--- config.mk ---
export PLATFORM = sky130hd
export DESIGN_NAME = systolic_ctrl
export DESIGN_NICKNAME = d
export VERILOG_FILES = /design/src/rtl/systolic_ctrl.sv
export SDC_FILE = /design/constraint.sdc
export NUM_CORES = 1
export LEC_CHECK = 0
export CORE_AREA = 2 2 240 242
export DETAILED_ROUTE_END_ITERATION = 7
export DIE_AREA = 0 0 242 244
export PLACE_DENSITY = 0.77
export SETUP_SLACK_MARGIN = 0.4
export SLEW_MARGIN = 30
export SYNTH_ARGS = -nofsm -noshare
export SYNTH_HDL_FRONTEND = slang
export SYNTH_SLANG_ARGS = --single-unit
--- constraint.sdc ---
create_clock -name clk -period 5.38 [get_ports clk]
set_clock_uncertainty 0.05 [all_clocks]
set_input_delay 0.807 -clock clk [delete_from_list [all_inputs] [get_ports clk]]
set_output_delay 0.807 -clock clk [all_outputs]
set_load 0.05 [all_outputs]
--- src/rtl/systolic_ctrl.sv ---
`default_nettype none
// ============================================================================
// Module   : systolic_ctrl
// Purpose  : Sequencer for an N x N output-stationary systolic multiply array.
//            Buffers operand matrices A and B, clears the array accumulators,
//            drives the skewed west (A) and north (B) operand wavefront,
//            waits out the drain period, then captures the accumulators and
//            presents them on a valid/ready result port.
// Options  : SYSTOLIC_CTRL_PERF_EN adds the perf_jobs / perf_busy counters.
// Revision : 1.0  initial release
// ============================================================================
module systolic_ctrl #(
    parameter int N         = 4,
    parameter int DATA_W    = 8,
    parameter int ACC_W     = 16,
    parameter int DRAIN_CYC = 2 * N
) (
    input  logic                   clk,
    input  logic                   rst_n,
    input  logic                   wr_en,
    input  logic                   wr_sel,
    input  logic [$clog2(N)-1:0]   wr_row,
    input  logic [N*DATA_W-1:0]    wr_data,
    input  logic                   start,
    output logic                   busy,
    output logic                   arr_clr,
    output logic [N*DATA_W-1:0]    arr_a_in,
    output logic [N*DATA_W-1:0]    arr_b_in,
    input  logic [N*N*ACC_W-1:0]   arr_c,
    output logic                   res_valid,
    input  logic                   res_ready,
    output logic [N*N*ACC_W-1:0]   res_data
`ifdef SYSTOLIC_CTRL_PERF_EN
    ,
    output logic [15:0]            perf_jobs,
    output logic [31:0]            perf_busy
`endif
);

    // Counter is shared by FEED (0..3N-3) and DRAIN (0..DRAIN_CYC-1).
    localparam int c_cnt_w      = $clog2(3 * N + DRAIN_CYC);
    localparam int c_feed_last  = 3 * N - 3;
    localparam int c_drain_last = DRAIN_CYC - 1;

    localparam logic [2:0] c_st_idle    = 3'd0;
    localparam logic [2:0] c_st_clear   = 3'd1;
    localparam logic [2:0] c_st_feed    = 3'd2;
    localparam logic [2:0] c_st_drain   = 3'd3;
    localparam logic [2:0] c_st_capture = 3'd4;
    localparam logic [2:0] c_st_done    = 3'd5;

    logic [2:0]               r_state;
    logic [c_cnt_w-1:0]       r_cnt;
    logic                     r_busy;
    logic                     r_clr;
    logic                     r_valid;
    logic [N*DATA_W-1:0]      r_a_edge;
    logic [N*DATA_W-1:0]      r_b_edge;
    logic [N*N*ACC_W-1:0]     r_res;
    logic [N*DATA_W-1:0]      r_a_buf [N];
    logic [N*DATA_W-1:0]      r_b_buf [N];

    logic                     w_load_feed;
    logic [c_cnt_w-1:0]       w_t_next;
    logic [N*DATA_W-1:0]      w_a_edge;
    logic [N*DATA_W-1:0]      w_b_edge;

    // Wavefront index of the FEED cycle that begins at the coming edge.
    always_comb begin
        w_load_feed = 1'b0;
        w_t_next    = '0;
        if (r_state == c_st_clear) begin
            w_load_feed = 1'b1;
        end else if (r_state == c_st_feed && r_cnt != c_cnt_w'(c_feed_last)) begin
            w_load_feed = 1'b1;
            w_t_next    = r_cnt + c_cnt_w'(1);
        end
    end

    // Skewed edge values: lane i carries element k when t == i + k.
    always_comb begin
        w_a_edge = '0;
        w_b_edge = '0;
        if (w_load_feed) begin
            for (int i = 0; i < N; i++) begin
                for (int k = 0; k < N; k++) begin
                    if (w_t_next == c_cnt_w'(i + k)) begin
                        w_a_edge[i*DATA_W +: DATA_W] = r_a_buf[i][k*DATA_W +: DATA_W];
                        w_b_edge[i*DATA_W +: DATA_W] = r_b_buf[k][i*DATA_W +: DATA_W];
                    end
                end
            end
        end
    end

    // Operand row buffers; written only while idle, kept across jobs.
    always_ff @(posedge clk) begin
        if (!rst_n) begin
            for (int i = 0; i < N; i++) begin
                r_a_buf[i] <= '0;
                r_b_buf[i] <= '0;
            end
        end else if (r_state == c_st_idle && wr_en && (int'(wr_row) < N)) begin
            if (wr_sel) begin
                r_b_buf[wr_row] <= wr_data;
            end else begin
                r_a_buf[wr_row] <= wr_data;
            end
        end
    end

    // Job sequencer with registered edge, clear and result outputs.
    always_ff @(posedge clk) begin
        if (!rst_n) begin
            r_state  <= c_st_idle;
            r_cnt    <= '0;
            r_busy   <= 1'b0;
            r_clr    <= 1'b1;
            r_valid  <= 1'b0;
            r_a_edge <= '0;
            r_b_edge <= '0;
            r_res    <= '0;
        end else begin
            r_clr    <= 1'b0;
            r_a_edge <= w_a_edge;
            r_b_edge <= w_b_edge;
            case (r_state)
                c_st_idle: begin
                    if (start) begin
                        r_state <= c_st_clear;
                        r_busy  <= 1'b1;
                        r_clr   <= 1'b1;
                    end
                end
                c_st_clear: begin
                    r_state <= c_st_feed;
                    r_cnt   <= '0;
                end
                c_st_feed: begin
                    if (r_cnt == c_cnt_w'(c_feed_last)) begin
                        r_state <= c_st_drain;
                        r_cnt   <= '0;
                    end else begin
                        r_cnt <= r_cnt + c_cnt_w'(1);
                    end
                end
                c_st_drain: begin
                    if (r_cnt == c_cnt_w'(c_drain_last)) begin
                        r_state <= c_st_capture;
                        r_cnt   <= '0;
                    end else begin
                        r_cnt <= r_cnt + c_cnt_w'(1);
                    end
                end
                c_st_capture: begin
                    r_res   <= arr_c;
                    r_valid <= 1'b1;
                    r_state <= c_st_done;
                end
                c_st_done: begin
                    // res_valid is always high here, so ready alone completes it.
                    if (res_ready) begin
                        r_valid <= 1'b0;
                        r_busy  <= 1'b0;
                        r_state <= c_st_idle;
                    end
                end
                default: begin
                    r_state <= c_st_idle;
                    r_busy  <= 1'b0;
                    r_valid <= 1'b0;
                    r_cnt   <= '0;
                end
            endcase
        end
    end

    assign busy      = r_busy;
    assign arr_clr   = r_clr;
    assign arr_a_in  = r_a_edge;
    assign arr_b_in  = r_b_edge;
    assign res_valid = r_valid;
    assign res_data  = r_res;

`ifdef SYSTOLIC_CTRL_PERF_EN
    logic [15:0] r_perf_jobs;
    logic [31:0] r_perf_busy;

    // Completed-job count (wrapping) and busy-cycle count (saturating).
    always_ff @(posedge clk) begin
        if (!rst_n) begin
            r_perf_jobs <= '0;
            r_perf_busy <= '0;
        end else begin
            if (r_state == c_st_done && res_ready) begin
                r_perf_jobs <= r_perf_jobs + 16'd1;
            end
            if (r_busy && r_perf_busy != 32'hFFFF_FFFF) begin
                r_perf_busy <= r_perf_busy + 32'd1;
            end
        end
    end

    assign perf_jobs = r_perf_jobs;
    assign perf_busy = r_perf_busy;
`endif

endmodule
`default_nettype wire

; ---- After elaboration in Yosys (flattened, before gate mapping)
; Memories as Yosys holds them, arrays and structs flattened.
; Cells that the tools add are included.
; Widths: inputs -> output; s select.
[word_totals]
in_bits = 296
memories = 2
reg_bits = 331
output_inout_bits = 323
ramBits = 256
word_cells = 109
[mem_list]
columns = memory, words, width, read_ports, rd_clocked_by_memory_dff, wr, line_no
row1 = r_a_buf, 4, 32, 4, 0, 4, 60  ; logic [N*DATA_W-1:0] r_a_buf [N];
row2 = r_b_buf, 4, 32, 4, 0, 4, 61  ; logic [N*DATA_W-1:0] r_b_buf [N];
[op_classes]
bitwise = 2
n_reduce_logical = 13
eq_ne = 18
mux = 65
n_addsub = 1
[ops]
columns = operator, n
row1 = $mux 8, 32
row2 = $mux 32, 2
row3 = $reduce_or 32->1, 2
row4 = $eq 5x3->1 const B, 4
row5 = $mux 5, 4
row6 = $pmux 3 s6, 1
row7 = $mux 1, 17
row8 = $pmux 5 s3, 1
row9 = $mux 3, 4
row10 = $eq 5x2->1 const B, 2
row11 = $reduce_or 4->1, 2
row12 = $eq 3x2->1 const B, 2
row13 = $eq 3x3->1 const B, 2
row14 = $ne 2x2->1 const B, 3
row15 = $pmux 1 s3, 2
row16 = $add 5x1->5 const B, 1
row17 = $eq 5x1->1 const B, 1
row18 = $eq 5x4->1 const B, 1
row19 = $logic_not 5->1, 1
row20 = $ne 5x4->1 const B, 1
row21 = $mux 2, 2
row22 = $reduce_and 2->1, 2
row23 = $reduce_and 4->1, 1
row24 = $eq 3x1->1 const B, 1
row25 = other kinds (6), 8

; ---- Logic depth before layout (Yosys ltp)
; Gate-level depths: netlist of run 1.
[depth]
word_depth = 9
depth_mapped = 9
depth_no_buf = 7

; ---- Worst setup path before layout of run 1
; Ideal clock, no wire load.
[synth_path]
path_kind = input to register
from = input port wr_en
to = memory r_b_buf[1][0] (netlist name), enable pin
setup_slack_ns = 1.230
setup_ns = 0.466
stages = 3
required_ns = 4.864
path_buffers = 0
t_arrival_ns = 3.635
path_cell_list = nor4b_2 -> nand3_1 -> o21ai_0
[synth_lines]
columns = element, line_no
row1 = from (decl), 20  ; input logic wr_en,
row2 = to (decl), 61

==> results.json, run 1 <==
{
  "dieArea_sq_mm": 0.0590,
  "vdd_drop_max_mv": 0.268,
  "run_status": "finished clean",
  "start_kind": "input pin",
  "arrival_ns": 3.82,
  "synth_flop_cell": "dfxtp_1",
  "p_leak_nw": 10.9,
  "cts-resized-gates": 0,
  "synth_top_area_share_pct": 33.4,
  "htree_levels": 2,
  "synth.most_common_cell": "nand2_1",
  "endpoint_kind": "register",
  "cts_sinks": 587,
  "core_area_sq_mm": 0.0562,
  "ant_nets": 0,
  "initial_utilization_pct": 41.0,
  "hold_viol_final": 0,
  "setup_viol": 0,
  "drt_wl_total_mm": 79.9,
  "fp-row-count": 87,
  "hold_path_class": "reg2reg",
  "grt_max_degree": 197,
  "relSlewSlack_pct": 29.2,
  "first_pass_iters": 5,
  "tns_ns": 0,
  "cts_tree": "yes",
  "synth_top_family_by_area": "simple AND/OR/NAND/NOR gates",
  "grt_pass1_wl_mm": 115,
  "synth-edff-count": 256,
  "grt_pass1_vias": 18000,
  "place.gp.congestion": 0.953,
  "power_density_mw_per_mm2": 311,
  "yosysWarnings": 0,
  "antenna_found_initial": 20,
  "synth_commonest_cells": "nand2_1, dfxtp_1, edfxtp_1, a21boi_0, and2_1",
  "slew_violations": 0,
  "required_ns": 5.61,
  "min_period_ns": 3.59,
  "synth_seq_area_share_pct": 62.2,
  "async_reset_ff_share_pct": 0,
  "clk_pin_slew_ns": 0.06,
  "synth_mux_area_share_pct": 1.57,
  "p_total_w": 0.00991,
  "syn_nets": 2448,
  "place_hpwl_mm": 56.2,
  "die_h_um": 244,
  "pre_cts_slack_ns": 1.28,
  "clk_latency_ns": 0.63,
  "die_w_um": 242,
  "io_pins": 619,
  "yosysTopAreaCell": "edfxtp_1",
  "ys_seq_elements": 587,
  "area_growth_pct": 38.7,
  "post-route-util_pct": 56.8,
  "hold_buffers": 0,
  "period_share_pct": 66.8,
  "drv_cap": 0,
  "synthesis.area_sq_mm": 0.0230,
  "avgRoutedWirePerCell_um": 22.7,
  "rsz0062_at_grt": "no",
  "via_count": 18400,
  "syn_inst": 2150,
  "postCtsSetupBuffers": 0,
  "drt_iter0_drc": 1515,
  "via_per_inst": 5.23,
  "synth-simple-area-share_pct": 18.2,
  "ys_types": 65,
  "port-buffer-count": 618,
  "syn_area_per_cell_sq_um": 10.7,
  "worstMarginPinSlew_ns": 1.06,
  "overflow": 0,
  "fin_nets": 2998,
  "drc_errors": 0,
  "drive_above_1_share_pct": 7.41,
  "max_freq_mhz": 278,
  "cts-root-buf": "clkbuf_16",
  "grt_use_total_pct": 26.0,
  "cp_max_fo": 33,
  "synthAdderAreaFrac_pct": 0.109,
  "synth.area.top_cells": "edfxtp_1, dfxtp_1, nand2_1",
  "synthXorXnorAreaFrac_pct": 0.185,
  "cts_buffer_depth": 3,
  "holdWs_ns": 0.405,
  "worstSetupPathType": "in2reg",
  "synth_compound_area_share_pct": 14.5,
  "numCtsBuffers": 61,
  "timing.final.ws_setup_ns": 1.79
}
==> flip-flops by register name (all words and copies together) (netlist names) <==
register   cells
r_a_buf      128
r_cnt          5
res_valid      1
arr_a_in      32
r_state        3
res_data     256
arr_b_in      32
arr_clr        1
busy           1
r_b_buf      128
==> power by group <==
| part | total, W | leakage [nW] | internal, W | switching, W |
|---|---|---|---|---|
| logic | 0.000675 | 4.58 | 0.000322 | 0.000353 |
| registers | 0.00480 | 5.32 | 0.00476 | 0.0000424 |
| clock network | 0.00444 | 1.04 | 0.00264 | 0.00180 |
| total | 0.00991 | 10.9 | 0.00772 | 0.00220 |
==> metal layers <==
metal | global-route usage, % | routed length [um]
met1 | 30.0 | 29700
met2 | 45.2 | 39300
met3 | 8.02 | 7470
met4 | 9.84 | 3280
met5 | 0 | 119
==> critical path, cell delays in order <==
cell and delay (ns):
clkdlybuf4s50_1 0.50, nor4b_2 0.42, and2b_1 0.73, nand2_1 0.34, nor3_2 0.20, buf_4 0.28, nand2b_1 0.16, buf_4 0.37
==> cells in the final DEF, fill, tap and decap left out, types with 6 or more instances in the layout <==
| cell type | synthesis | layout |
|---|---|---|
| a21boi_0 | 232 | 232 |
| a21boi_1 | 26 | 26 |
| a21oi_1 | 20 | 20 |
| a21oi_2 | 11 | 10 |
| a221oi_1 | 22 | 22 |
| a22oi_1 | 26 | 26 |
| a31oi_1 | 18 | 18 |
| and2_1 | 230 | 230 |
| and3_1 | 33 | 33 |
| buf_4 | 7 | 24 |
| bufinv_16 | 0 | 8 |
| clkbuf_1 | 101 | 13 |
| clkbuf_16 | 0 | 62 |
| clkbuf_8 | 0 | 10 |
| clkdlybuf4s50_1 | 0 | 617 |
| clkinv_2 | 0 | 12 |
| dfxtp_1 | 331 | 331 |
| diode_2 | 0 | 7 |
| edfxtp_1 | 256 | 256 |
| inv_1 | 12 | 12 |
| mux2_2 | 32 | 32 |
| nand2_1 | 560 | 559 |
| nand2b_1 | 6 | 6 |
| nor2_1 | 27 | 25 |
| o21ai_0 | 49 | 43 |
| o21ai_1 | 28 | 28 |
| o21ai_2 | 0 | 6 |
| o221ai_1 | 6 | 6 |
| o32ai_1 | 7 | 7 |
==> through the flow <==
stage,instance area (sq um),instances
after CTS,31900,3507
after floorplan,23000,2150
after detailed placement,29700,3392
after global placement,29700,3391
final,31900,3515
after global routing,31900,3508
==> layout make-up <==
cell class / instances / area [sq um]
Antenna cell: 7 / 17.5
Clock buffer: 85 / 1740
Clock inverter: 30 / 385
Fill cell: 4753 / 24300
Inverter: 13 / 48.8
Multi-Input combinational cell: 1391 / 8000
Sequential cell: 587 / 14300
Tap cell: 756 / 946
Timing Repair Buffer: 646 / 6450
==> path summary, 6_finish.rpt <==
path | startpoint | end | slack, ns | cells after the start
max | wr_en | r_a_buf[0][25] | 1.79 | 8
min | res_data[107] | res_data[107] | 0.41 | 2
max reg2reg | r_state[1] | r_a_buf[0][25] | 1.79 | 7
min reg2reg | res_data[107] | res_data[107] | 0.41 | 2
==> kinds of logic after synthesis <==
logic type	Yosys count
xor gates and xnor gates	4
muxes	32
and+or+nand+nor	889
DFF	587
AOI/OAI and AO/OA	464
buffers and inverters	172
adders and majority gates	2
Note: power is estimated with default switching activity, not from simulation.
==> run 2, diff against run 1 <==
==> constraint.sdc (replaced) <==
create_clock -name clk -period 3.6 [get_ports clk]
set_clock_uncertainty 0.05 [all_clocks]
set_input_delay 0.54 -clock clk [delete_from_list [all_inputs] [get_ports clk]]
set_output_delay 0.54 -clock clk [all_outputs]
set_load 0.05 [all_outputs]
==> run 2 against run 1 <==
Compared with the run above:
- global-route usage up 0.21 points
- utilization down 0.082 points
- worst hold slack worse by 0.0046 ns
- largest cell class unchanged
- total power up 46%
- cell count up 0.14%
- highest routed layer unchanged
- critical endpoint is now arr_b_in[29]
- worst setup slack worse by 1.2 ns
==> results.json, run 2 (synthesized netlist as in run 1, its figures left out) <==
{
  "run_status": "finished clean",
  "antenna_found_initial": 22,
  "final_common_cell": "clkdlybuf4s50_1",
  "overflow": 0,
  "cts_sinks": 587,
  "final-instance-count-excl-fill": 3520,
  "period_share_pct": 83.0,
  "min_period_ns": 2.99,
  "relSlewSlack_pct": 45.6,
  "htree_levels": 2,
  "seqPwrFrac_pct": 49.7,
  "worstMarginPinSlew_ns": 0.814,
  "setup_viol": 0,
  "fp-row-count": 87,
  "die_w_um": 242,
  "pwr-share-comb_pct": 7.1,
  "numCtsBuffers": 61,
  "grt_pass1_vias": 17800,
  "via_count": 18500,
  "cp_max_fo": 16,
  "worstSetupPathType": "reg2reg",
  "final_cell_mix": "clkdlybuf4s50_1, nand2_1, dfxtp_1",
  "reg2reg_to": "arr_b_in[29]",
  "crit_start": "r_cnt[1]",
  "place_hpwl_mm": 56.8,
  "postCtsSetupBuffers": 0,
  "cts_buffer_depth": 3,
  "arrival_ns": 3.47,
  "vdd_drop_max_mv": 0.398,
  "io_pins": 619,
  "hold_path_class": "reg2reg",
  "fin_nets": 3006,
  "cts_tree": "yes",
  "initial_utilization_pct": 41.0,
  "holdWs_ns": 0.401,
  "max_freq_mhz": 335,
  "cp-endpoint": "arr_b_in[29]",
  "p_leak_nw": 10.9,
  "first_pass_iters": 5,
  "slew_violations": 0,
  "rsz0062_at_grt": "no",
  "cts-root-buf": "clkbuf_16",
  "drt_iter0_drc": 1627,
  "intPower_w": 0.0112,
  "power_density_mw_per_mm2": 453,
  "start_kind": "register",
  "drt_wl_total_mm": 80.5,
  "reg2regPathDepth": 7,
  "cts-resized-gates": 0,
  "netSwitchingFraction_pct": 22.6,
  "ant_nets": 0,
  "place_inst": 3401,
  "switchingPower_w": 0.00326,
  "via_per_inst": 5.25,
  "core_area_sq_mm": 0.0562,
  "clk_pin_slew_ns": 0.06,
  "hold_viol_final": 0,
  "endpoint_kind": "register",
  "drv_cap": 0,
  "drc_errors": 0,
  "area_growth_pct": 38.5,
  "grt_use_total_pct": 26.2,
  "drive_above_1_share_pct": 7.36,
  "hold_buffers": 0,
  "grt_max_degree": 208,
  "grt_pass1_wl_mm": 116,
  "largest_reg_flops": 256,
  "place.gp.congestion": 0.945,
  "clk_latency_ns": 0.63,
  "power_frac_clock_pct": 43.3,
  "die_h_um": 244,
  "avgRoutedWirePerCell_um": 22.9,
  "r2r_start": "r_cnt[1]",
  "required_ns": 4.08,
  "port-buffer-count": 618,
  "r2r_slack_ns": 0.61,
  "dieArea_sq_mm": 0.0590
}
-- run 2: cell count changes in the layout (fill, tap and decap cells not counted), sizes merged --
| cell | change |
|---|---|
| bufinv | -6 |
| clkbuf | +9 |
| clkinv | -4 |
| buf | +7 |
| inv | -1 |
-- run 2: how the worst min path moves through the flow --
| stage | from | to | slack, ns | cells after the start |
|---|---|---|---|---|
| 6_report | res_data[116] | res_data[116] | 0.40 | 2 |
| 5_1_grt | arr_c[116] | res_data[116] | 0.39 | 3 |
| 4_1_cts | arr_c[93] | res_data[93] | 0.36 | 3 |
| 3_5_place_dp | res_data[116] | res_data[116] | 0.39 | 2 |
| 3_3_place_gp | res_data[115] | res_data[115] | 0.39 | 2 |
| 2_1_floorplan | r_a_buf[3][27] | arr_a_in[27] | 0.40 | 2 |
-- run 2: final cells by class --
cell class / instances / area, sq um
diodes: 7 / 17.5
clock buffers: 93 / 1800
clock inverters: 19 / 181
fillers: 4709 / 24300
inverters: 13 / 48.8
multi-input cells: 1391 / 8000
flip-flops and latches: 587 / 14300
well taps: 756 / 946
repair buffers: 654 / 6550
-- run 2: power groups by stage --
stage | logic [W] | registers, W | clock network, W
floorplan | 0.000381 | 0.00735 | 0
global placement | 0.000990 | 0.00731 | 0
detailed placement | 0.00101 | 0.00732 | 0
CTS | 0.00101 | 0.00717 | 0.00636
global route | 0.00108 | 0.00718 | 0.00659
finish | 0.00102 | 0.00717 | 0.00625
-- run 2: worst max-delay path, cell delays in order, from the launching register on --
cell and delay [ns]:
dfxtp_1 0.47, inv_1 0.08, ha_1 0.36, or4b_4 0.54, nor4_2 0.18, and2_1 0.68
a221oi_1 0.21, o32ai_1 0.32
-- run 2: routing by layer --
metal  up-vias  share of wire (%)  track usage [%]
li1       8484                  -                -
met4        28                4.3             10.9
met3       159                 10             8.09
met1      8913                 38             31.6
met2       897                 48             43.5
met5         -               0.21                0
-- run 2: metrics by stage --
stage / cell area (sq um) / utilization (%) / worst slack, ns / setup TNS (ns) / total power, W
2_1_floorplan: 23000 / - / -0.195 / -18.75 / 0.00773
3_3_place_gp: 29800 / 53.1 / 0.703 / 0 / 0.00830
3_5_place_dp: 29800 / 53.1 / 0.572 / 0 / 0.00832
4_1_cts: 31800 / 56.7 / 0.614 / 0 / 0.0145
5_1_grt: 31800 / 56.7 / 0.429 / 0 / 0.0149
6_report: 31800 / 56.7 / 0.611 / 0 / 0.0144
